--- config.mk ---
export PLATFORM = sky130hd
export DESIGN_NAME = fib_canonical_decoder
export DESIGN_NICKNAME = d
export VERILOG_FILES = /design/src/rtl/fib_pkg.sv /design/src/rtl/fib_step_gen.sv /design/src/rtl/fib_canonical_decoder.sv
export SDC_FILE = /design/constraint.sdc
export NUM_CORES = 1
export LEC_CHECK = 0
export BUFFER_PORTS_ARGS = -buffer_cell sky130_fd_sc_hd__buf_4
export CAP_MARGIN = 5
export CORE_ASPECT_RATIO = 1.5
export CORE_MARGIN = 2
export CORE_UTILIZATION = 55
export CTS_CLUSTER_DIAMETER = 40
export DETAILED_ROUTE_END_ITERATION = 10
export HOLD_SLACK_MARGIN = 0.08
export PLACE_DENSITY = 0.71
export SETUP_SLACK_MARGIN = 0.15
export SLEW_MARGIN = 20
export SYNTH_ARGS = -nofsm -noshare
export SYNTH_HDL_FRONTEND = slang
export SYNTH_HIERARCHICAL = 1
export SYNTH_SLANG_ARGS = --single-unit
--- constraint.sdc ---
create_clock -name clk -period 3.1 [get_ports clk]
set_input_delay 0.31 -clock clk [delete_from_list [all_inputs] [get_ports clk]]
set_output_delay 0.31 -clock clk [all_outputs]
set_load 0.02 [all_outputs]
--- src/rtl/fib_pkg.sv ---
// Shared constants and types for the Fibonacci (Zeckendorf) codec.
package fib_pkg;

  localparam int FIB_N_DIGITS = 32;
  localparam int FIB_OUT_W    = 23;

  // Seeds of the weight generator: F(2) and F(3).
  // The encoder uses the same seeds.
  localparam int FIB_SEED_A = 1;
  localparam int FIB_SEED_B = 2;

  typedef enum logic [1:0] {
    IDLE = 2'd0,
    RUN  = 2'd1,
    DONE = 2'd2
  } fib_state_e;

endpackage

--- src/rtl/fib_step_gen.sv ---
// Weight generator for the Fibonacci digits.
// It holds the pair (fa, fb) = (F(i+2), F(i+3)) and advances it one digit per step.
module fib_step_gen
  import fib_pkg::*;
#(
  parameter int W = FIB_OUT_W
) (
  input  logic         clk,
  input  logic         rst,
  input  logic         load,
  input  logic         step,
  output logic [W-1:0] fa
);

  logic [W-1:0] fa_q;
  logic [W-1:0] fb_q;

  // Seed the pair on load and advance it along the sequence on step.
  // The last fb may wrap; that value is never consumed.
  always_ff @(posedge clk or posedge rst) begin
    if (rst) begin
      fa_q <= '0;
      fb_q <= '0;
    end else if (load) begin
      fa_q <= W'(FIB_SEED_A);
      fb_q <= W'(FIB_SEED_B);
    end else if (step) begin
      fa_q <= fb_q;
      fb_q <= fa_q + fb_q;
    end
  end

  assign fa = fa_q;

endmodule

--- src/rtl/fib_canonical_decoder.sv ---
// Serial Fibonacci-code decoder. It consumes one digit per clock, starting at the LSB.
// It stops early once no set digits remain.
module fib_canonical_decoder
  import fib_pkg::*;
#(
  parameter int N_DIGITS = FIB_N_DIGITS,
  parameter int OUT_W    = FIB_OUT_W
) (
  input  logic                clk,
  input  logic                rst,
  input  logic                in_valid,
  output logic                in_ready,
  input  logic [N_DIGITS-1:0] in_code,
  output logic                out_valid,
  input  logic                out_ready,
  output logic [OUT_W-1:0]    out_value,
  output logic                out_err
);

  fib_state_e          state_q;
  logic [N_DIGITS-1:0] sr_q;
  logic [N_DIGITS-1:0] sr_d;
  logic [OUT_W-1:0]    acc_q;
  logic [OUT_W-1:0]    acc_d;
  logic                prev_q;
  logic                err_q;
  logic                err_d;
  logic                out_valid_q;
  logic [OUT_W-1:0]    out_value_q;
  logic                out_err_q;
  logic [OUT_W-1:0]    fa;
  logic                gen_load;
  logic                gen_step;

  assign gen_load = (state_q == IDLE) && in_valid;
  assign gen_step = (state_q == RUN);

  fib_step_gen #(.W(OUT_W)) u_step_gen (
    .clk  (clk),
    .rst  (rst),
    .load (gen_load),
    .step (gen_step),
    .fa   (fa)
  );

  // Work out one digit: add its weight, flag two adjacent ones, and shift the word.
  always_comb begin
    acc_d = acc_q;
    err_d = err_q;
    sr_d  = sr_q >> 1;
    if (sr_q[0]) begin
      acc_d = acc_q + fa;
      if (prev_q) err_d = 1'b1;
    end
  end

  // Control FSM. The result registers are written here so the outputs are registered.
  always_ff @(posedge clk or posedge rst) begin
    if (rst) begin
      state_q     <= IDLE;
      sr_q        <= '0;
      acc_q       <= '0;
      prev_q      <= 1'b0;
      err_q       <= 1'b0;
      out_valid_q <= 1'b0;
      out_value_q <= '0;
      out_err_q   <= 1'b0;
    end else begin
      case (state_q)
        IDLE: begin
          if (in_valid) begin
            sr_q    <= in_code;
            acc_q   <= '0;
            prev_q  <= 1'b0;
            err_q   <= 1'b0;
            state_q <= RUN;
          end
        end
        RUN: begin
          acc_q  <= acc_d;
          err_q  <= err_d;
          prev_q <= sr_q[0];
          sr_q   <= sr_d;
          if (sr_d == '0) begin
            state_q     <= DONE;
            out_valid_q <= 1'b1;
            out_value_q <= acc_d;
            out_err_q   <= err_d;
          end
        end
        DONE: begin
          if (out_ready) begin
            out_valid_q <= 1'b0;
            state_q     <= IDLE;
          end
        end
        default: begin
          state_q     <= IDLE;
          out_valid_q <= 1'b0;
        end
      endcase
    end
  end

  assign in_ready  = (state_q == IDLE);
  assign out_valid = out_valid_q;
  assign out_value = out_value_q;
  assign out_err   = out_err_q;

endmodule

# Yosys cells after proc, flatten, opt, wreduce, memory -nomap -nowiden
# Index checks and enable logic that the tools add are counted.
[word_totals] out_inout_bits=26 word_cells=48 inputBits=36 register_bits=130
[op_classes] addsub=2 n_bitwise=1 mux=21 n_reduce_logical=9 n_eq_ne=5
[op_table] op="2-to-1 mux 23 bit" n=6
[op_table] op="case mux 32 bit (2 select lines)" n=1
[op_table] op="adder 23 bit" n=2
[op_table] op="case mux 23 bit (2 select lines)" n=1
[op_table] op="zero test 32 bit" n=1
[op_table] op="2-to-1 mux 32 bit" n=1
[op_table] op="2-to-1 mux 2 bit" n=3
[op_table] op="case mux 2 bit (3 select lines)" n=1
[op_table] op="AND reduction 3 bit" n=2
[op_table] op="2-to-1 mux 1 bit" n=5
[op_table] op="!= test 2 bit (second input constant)" n=2
[op_table] op="case mux 1 bit (2 select lines)" n=2
[op_table] op="AND reduction 2 bit" n=2
[op_table] op="nonzero test 2 bit" n=2
[op_table] op="case mux 1 bit (3 select lines)" n=1
[op_table] op="== test 2 x 1 -> 1 bit (second input constant)" n=1
[op_table] op="== test 2 bit (second input constant)" n=1
[op_table] op="zero test 2 bit" n=1
[op_table] op="!= test 2 x 1 -> 1 bit (second input constant)" n=1
[op_table] op="logical AND 1 bit" n=1
[op_table] op="inverter 1 bit" n=1

# Depth between registers and ports, before layout
# Gate-level depths: netlist (run 1).
[logic_depth] depth_word=3 mapped_depth=10 ltp_nobuf=10

# Hierarchy
# The synthesis (run 1) kept the hierarchy.
[by_module_without_submodules] module="fib_canonical_decoder" area_per_inst_um2=4893.4 instances=1 cells_per_inst=563 seq_area_each_um2=2102.0
[by_module_without_submodules] module="fib_step_gen" area_per_inst_um2=3196.8 instances=1 cells_per_inst=353 seq_area_each_um2=1151.1

# Worst setup path before layout (run 1)
# OpenSTA, ideal clock, no wires.
[synth_timing] path_kind="register -> register" start="register acc_q[0]" end="register acc_q[22]" period_less_slack_ns=2.630 path_stages_with_launch=11 arrival_ns=2.551 n_path_buf=0 required_ns=3.021 path_slack_ns=0.470 setup_time_ns=0.079 cell_sequence="dfrtp_1 > ha_1 > fa_1 > a21o_1 > a31o_1 > a211o_1 > a21oi_1 > nand2_1 > and4b_1 > a211oi_2 > mux2i_1"
[synth_between] elab_chain_len=3
[synth_lines] item="start, declared" line="fib_canonical_decoder.sv:23" text="logic [OUT_W-1:0] acc_q;"
[synth_lines] item="start signal, assigned" line="fib_canonical_decoder.sv:62" text="acc_q <= '0;"
[synth_lines] item="start signal, assigned" line="fib_canonical_decoder.sv:73" text="acc_q <= '0;"
[synth_lines] item="start signal, assigned" line="fib_canonical_decoder.sv:80" text="acc_q <= acc_d;"
[synth_lines] item="adder 23 bit" line="fib_canonical_decoder.sv:52" text="acc_d = acc_q + fa;"
[synth_lines] item="2-to-1 mux 23 bit" line="fib_canonical_decoder.sv:51" text="if (sr_q[0]) begin"
[synth_lines] item="case mux 23 bit (2 select lines)" line="fib_canonical_decoder.sv:69" text="case (state_q)"
# Every way passes these cells.
# A chain may end at the register's enable or synchronous reset.

# Final worst setup path (run 1)
# Ends and elaborated chain as after synthesis.

==> results.md, run 1 <==
* Crit path largest cell delay at 0.39 ns
* GRT overflow at 0
* Tightest Pin Transition at ~0.9 ns
* Lkg Pwr at approximately 0.0045 µW
* Reg2reg path depth at 10
* Ratio of cells with drive above 1 in the final layout at 13.5%
* Setup CP Type: flop to flop
* Num CTS Buffers at 17
* Post-synthesis sequential area ratio at 40.2%
* Overall routing resource usage at 26.2%
* Top FF cell, synth: dfrtp_1
* CP max-delay cell: dfrtp_1
* Number of global-route vias before repair at 6743
* Antenna-violating nets left at 0
* Die area at 15700 µm²
* Layout area overhead at 16.0%
* Filler instances at 1275
* Max Root-Sink Buffers at 2
* Design area at 9390 µm²
* Largest net degree at the start of global routing at 78
* Worst Path Max Fanout at 3
* Max Fclk at 0.354 GHz
* CTS tree: built
* Status: finished clean
* Cell Pwr Density at between 1000 and 1500 nW/µm²
* Library cells used by synthesis at 79
* Global-route wire length before repair at 32700 µm
* Worst-Skew Late Latency at ~0.43 ns
* Initial DRC count at 278
* Root buf cell: clkbuf_16
* Max H-tree Level at 4
* Crit path cell chain: ha_1 > fa_2 > a21o_1 > a31o_4 > a211o_1 > a21oi_2 > nand2_1 > and4b_1 > a211oi_2 > mux2i_1
* WP buf/inv at 0
* Drt drc at 0
* TritonRoute pass-1 iters at 5
* Vias per inst at 5.95
* Clock Skew at 0.0125 ns
* Worst-path clk slew at 0.06 ns
* # diodes at 0
* Max IR drop VDD at about 620 µV
* Port buffer count at 61
* CP arrival at around 3.2 ns
* Row count at 54
* Yosys warns at 6
* Syn_nets at 998
* Unrepaired setup endpoints after global routing: no
* Final Hold Viols at 0
* Core area at 14500 µm²
* Place WS at 0.186 ns
* Die width at 103 µm
* Final worst-path cycle share at a little over 90%
* HP Class: input port to async pin
* Antenna violations before repair at 0
* Worst setup margin at 0.275 ns
* Die height at about 150 µm
* Post-DP HPWL at between 10000 and 15000 µm
* Setup_tns at 0 ns
* Crit path max-delay family: compound AO/OA/AOI/OAI gates
* Final wirelength at 19700 µm
* Final setup viols at 0
* Worst path required time at 3.44 ns
* Clock Sinks at 130
* Nets at 1045
* Setup crit end kind: flop
* Slew headroom at 39.6%
* Syn Std Cell Area at ~8000 µm²
* Max_cap viols at 0
* Routed length per instance at 16.8 µm
* WP depth at 10
* Asr flop ratio synth at 100%
* Starting Density at 56.0%
* Final min period at about 2.8 ns
* Routability Congestion at 0.904
* Post-Syn Instances at 916
* Average size of a mapped cell at approximately 9 µm²
* EDFF count, synth at 0
* Fin. max-slew vios at 0
* Vias at ~7000
* Dpl cell area at 8720 µm²
* Startpoint types: flop
* Synth Register Bits at 130
* IO Pins at 62
-- state kept, by name, summed over array words and instances, names as in the netlist --
signal           cells
acc_q               23
err_q                1
out_err              1
out_valid            1
out_value           23
prev_q               1
sr_q                32
state_q              2
u_step_gen/fa       23
u_step_gen/fb_q     23
-- cell usage after synthesis, types with 4 or more instances --
cell      count  area (µm²)
inv_1        18        67.6
buf_1         6        22.5
nor3_1       15        75.1
a21o_1       15         113
nor3b_1       5        37.5
o21bai_1      8        60.1
xor2_1        8        70.1
a21oi_1      68         340
nand4_1       8        50.1
a22o_1       13         114
xnor2_1      19         166
mux2i_1      48         480
a211o_1       4        35.0
and3_1        6        37.5
a211oi_1      5        37.5
o21ai_0      26         130
nand3b_1      5        37.5
o21ai_1      25         125
dfrtp_1     130        3250
nand3_1      26         130
nand2_1     129         484
buf_2         6        30.0
a31oi_1      36         225
ha_1         44         551
o211ai_1      6        45.0
clkbuf_1     32         120
nand2b_1     10        62.6
nor2_1      101         379
o21a_1        7        52.6
nor4_1        8        50.1
-- final timing paths --
| kind | start | endpoint | slack [ns] |
|---|---|---|---|
| setup / recovery | acc_q[0] | acc_q[22] | 0.28 |
| hold / removal | rst | u_step_gen/fa[0] | 0.03 |
| setup reg to reg | acc_q[0] | acc_q[22] | 0.28 |
| hold reg to reg | out_value[17] | out_value[17] | 0.49 |
| max in group asynchronous | rst | sr_q[30] | 2.37 |
| min in group clk | out_ready | state_q[1] | 0.14 |
-- what timing repair did --
action                                 4_1_cts  5_1_grt
endpoints found under the hold margin        1        0
hold buffers                                 1        0
pin swaps                                    0        3
buffers inserted                             0        1
resized for setup                            1        3
setup endpoints to repair                    1        3
-- layer usage --
layer | global-route usage, % | up-vias | wire length, µm
li1 | - | 3417 | -
met1 | 32.0 | 3380 | 8230
met2 | 45.6 | 144 | 10300
met3 | 3.99 | 34 | 606
met4 | 10.1 | 0 | 523
met5 | 0 | - | 0
-- report_power, final --
| part | switching (µW) | internal (µW) | leakage (µW) | total, µW |
|---|---|---|---|---|
| Sequential | 626 | 2400 | 0.00158 | 3030 |
| Clock | 795 | 1360 | 0.000308 | 2150 |
| Combinational | 3830 | 2970 | 0.00265 | 6790 |
| Total | 5250 | 6730 | 0.00454 | 12000 |
-- cell type report --
class | count | area [µm²] | share of cell area [%]
Sequential cell | 130 | 3250 | 34.7
Clock buffer | 18 | 429 | 4.57
Multi-Input combinational cell | 715 | 4570 | 48.7
Tap cell | 196 | 245 | 2.61
Timing Repair Buffer | 77 | 606 | 6.45
Inverter | 22 | 85.1 | 0.906
Clock inverter | 14 | 201 | 2.15
-- metrics by stage --
step	utilization, %	hold WS, ns	std cells	power (µW)
CTS	64.7	0.102	1171	11900
floorplan	-	0.415	916	8340
global route	64.9	0.106	1172	13000
global placement	60.3	0.472	1138	9560
detailed placement	60.3	0.480	1138	9690
finish	64.9	0.0300	1172	12000
-- placed cells by master, fill, tap and decap left out, types with 6 or more instances in the layout --
cell / netlist / routed
mux2i_1: 48 / 48
buf_4: 2 / 74
a21o_1: 15 / 15
nand3_1: 26 / 26
o21ai_1: 25 / 25
and3_1: 6 / 6
xnor2_1: 19 / 19
nand2_1: 129 / 129
o21ai_0: 26 / 26
o21a_1: 7 / 7
a21oi_1: 68 / 67
xor2_1: 8 / 8
a22o_1: 13 / 13
a31oi_1: 36 / 35
o21bai_1: 8 / 8
inv_1: 18 / 16
nor4_1: 8 / 8
clkbuf_16: 0 / 17
nand4_1: 8 / 8
nand2b_1: 10 / 9
nor2_1: 101 / 101
ha_1: 44 / 44
dfrtp_1: 130 / 130
nor3_1: 15 / 15
o211ai_1: 6 / 6
-- cells by family after synthesis --
| group | after synthesis | synth area share (%) |
|---|---|---|
| XOR/XNOR | 27 | 2.92 |
| AO/OA/AOI/OAI | 257 | 21.0 |
| multiplexers | 48 | 5.94 |
| buffers and inverters | 71 | 3.71 |
| adder cells (fa/ha/maj) | 46 | 7.30 |
| AND/OR/NAND/NOR | 337 | 18.9 |
| flip-flops | 130 | 40.2 |
Power figures use the tool's default switching activity.
==> inputs of run 2 (changes only) <==
--- a/config.mk
+++ b/config.mk
@@ -10,11 +10,12 @@
 export CORE_ASPECT_RATIO = 1.5
 export CORE_MARGIN = 2
 export CORE_UTILIZATION = 55
+export CTS_BUF_LIST = sky130_fd_sc_hd__clkbuf_8 sky130_fd_sc_hd__clkbuf_16
 export CTS_CLUSTER_DIAMETER = 40
 export DETAILED_ROUTE_END_ITERATION = 10
 export HOLD_SLACK_MARGIN = 0.08
 export PLACE_DENSITY = 0.71
-export SETUP_SLACK_MARGIN = 0.15
+export SETUP_SLACK_MARGIN = 0.2
 export SLEW_MARGIN = 20
 export SYNTH_ARGS = -nofsm -noshare
 export SYNTH_HDL_FRONTEND = slang
==> results.md, run 2 (synthesized netlist as in run 1, its figures left out) <==
* Die area at 15700 µm² (unchanged)
* Slew headroom at 39.6% (about the same)
* Status: finished clean (unchanged)
* Vias per inst at 5.94 (was 5.95)
* Worst path required time at 3.45 ns (was 3.44 ns)
* Place WS at 0.186 ns (unchanged)
* Unrepaired setup endpoints after global routing: no (unchanged)
* Setup_tns at 0 ns (unchanged)
* # diodes at 0 (unchanged)
* Max H-tree Level at 4 (unchanged)
* CP arrival at 3.10 ns (was 3.17 ns)
* HP Class: input port to async pin (unchanged)
* Antenna-violating nets left at 0 (unchanged)
* Die width at 103 µm (unchanged)
* Global-route wire length before repair at 32700 µm (unchanged)
* Routed length per instance at 16.8 µm (about the same)
* Ratio of cells with drive above 1 in the final layout at 13.6% (was 13.5%)
* Cell Pwr Density at 1280 nW/µm² (about the same)
* Port buffer count at 61 (unchanged)
* Core area at 14500 µm² (unchanged)
* CP Launch Point: u_step_gen/fa[1] (was acc_q[0])
* Worst setup margin at 0.352 ns (was 0.275 ns)
* Largest net degree at the start of global routing at 78 (unchanged)
* Layout area overhead at 16.2% (was 16.0%)
* CTS tree: built (unchanged)
* Clock Skew at 0.00929 ns (was 0.0125 ns)
* Tightest Pin Transition at 0.906 ns (was 0.905 ns)
* Max IR drop VDD at 618 µV (was 619 µV)
* Max Root-Sink Buffers at 2 (unchanged)
* Num CTS Buffers at 17 (unchanged)
* Worst-path clk slew at 0.06 ns (about the same)
* Crit path largest cell delay at 0.74 ns (was 0.39 ns)
* Post-DP HPWL at 14000 µm (unchanged)
* FF-to-FF Start: u_step_gen/fa[1] (was acc_q[0])
* Final min period at 2.75 ns (was 2.82 ns)
* WP buf/inv at 0 (unchanged)
* Crit path max-delay family: compound AO/OA/AOI/OAI gates (unchanged)
* Number of global-route vias before repair at 6743 (unchanged)
* Die height at 153 µm (unchanged)
* Drt drc at 0 (unchanged)
* Max reg flops at 32 (unchanged)
* Lkg Pwr at 0.00454 µW (about the same)
* IO Pins at 62 (unchanged)
* Row count at 54 (unchanged)
* Worst-Skew Late Latency at 0.43 ns (about the same)
* Worst Path Max Fanout at 5 (was 3)
* Setup CP Type: flop to flop (unchanged)
* Setup crit end kind: flop (unchanged)
* TritonRoute pass-1 iters at 5 (unchanged)
* Max Fclk at 0.364 GHz (was 0.354 GHz)
* GRT overflow at 0 (unchanged)
* Vias at 6965 (was 6975)
* CP max-delay cell: a2111oi_0 (was dfrtp_1)
* Root buf cell: clkbuf_16 (unchanged)
* Biggest register: sr_q (unchanged)
* Clock Sinks at 130 (unchanged)
* Crit path cell chain: ha_1 > a21o_1 > nand4_1 > a2111oi_0 > o41a_1 > a21oi_1 > xnor2_1 > mux2i_1 > o21ai_1 (was ha_1 > fa_2 > a21o_1 > a31o_4 > a211o_1 > a21oi_2 > nand2_1 > and4b_1 > a211oi_2 > mux2i_1)
* Final wirelength at 19700 µm (about the same)
* Starting Density at 56.0% (unchanged)
* Final worst-path cycle share at 88.6% (was 91.1%)
* Final Hold Viols at 0 (unchanged)
* Startpoint types: flop (unchanged)
* Overall routing resource usage at 26.2% (unchanged)
* Highest-count cells in the layout ignoring fill and taps: 130 x dfrtp_1, 129 x nand2_1, 101 x nor2_1 (unchanged)
* Final setup viols at 0 (unchanged)
* Routability Congestion at 0.904 (unchanged)
* Most common cell after layout, fill and taps aside: dfrtp_1 (unchanged)
* Antenna violations before repair at 0 (unchanged)
* Nets at 1045 (unchanged)
* Fin. max-slew vios at 0 (unchanged)
* Initial DRC count at 285 (was 278)
* Max_cap viols at 0 (unchanged)
run 2: cell types whose count changed in the layout (fill, tap and decap cells not counted):
cell      previous run  this run
clkbuf_1             1         0
a21oi_2              3         2
a211o_1              4         3
a21oi_4              0         1
a211o_4              0         1
inv_1               16        17
run 2: report_power, final:
group	switching, µW	total, µW	internal (µW)
Clock	796	2150	1360
Combinational	3840	6820	2980
Sequential	626	3030	2400
run 2: stage by stage:
step / instance area, µm² / utilization, % / std cells / hold WS [ns] / total power [µW]
final: 9400 / 65.0 / 1172 / 0.0266 / 12000
after global routing: 9400 / 65.0 / 1172 / 0.106 / 13100
after CTS: 9360 / 64.7 / 1171 / 0.102 / 11900
after detailed placement: 8720 / 60.3 / 1138 / 0.480 / 9690
after global placement: 8720 / 60.3 / 1138 / 0.472 / 9560
after floorplan: 8090 / - / 916 / 0.415 / 8340
run 2: repair_timing:
item / CTS / global route
buffers inserted: 0 / 1
pin swaps: 0 / 4
hold endpoints to repair: 1 / 0
gates resized for setup: 1 / 5
endpoints found under the setup margin: 1 / 5
hold buffers: 1 / 0
run 2: area by class of cell:
type	instances	area, µm²
Multi-Input combinational cell	715	4580
Fill cell	1275	5060
Clock buffer	17	425
Inverter	22	85.1
Tap cell	196	245
Sequential cell	130	3250
Clock inverter	15	205
Timing Repair Buffer	77	606
run 2: worst paths after layout:
| kind | endpoint | slack (ns) | cells past startpoint |
|---|---|---|---|
| max | out_value[21] | 0.35 | 9 |
| min | u_step_gen/fa[0] | 0.03 | 2 |
| max reg2reg | out_value[21] | 0.35 | 9 |
| min reg2reg | out_value[17] | 0.49 | 1 |
| max in group asynchronous | sr_q[30] | 2.37 | 3 |
| min in group clk | state_q[1] | 0.14 | 3 |
run 2: routing by layer:
metal	global-route usage (%)	part of all wire [%]	vias to the layer above
met2	45.6	52	139
met5	0	0	-
met4	10.1	2.7	0
met1	32.0	42	3377
li1	-	-	3414
met3	3.99	3.0	35
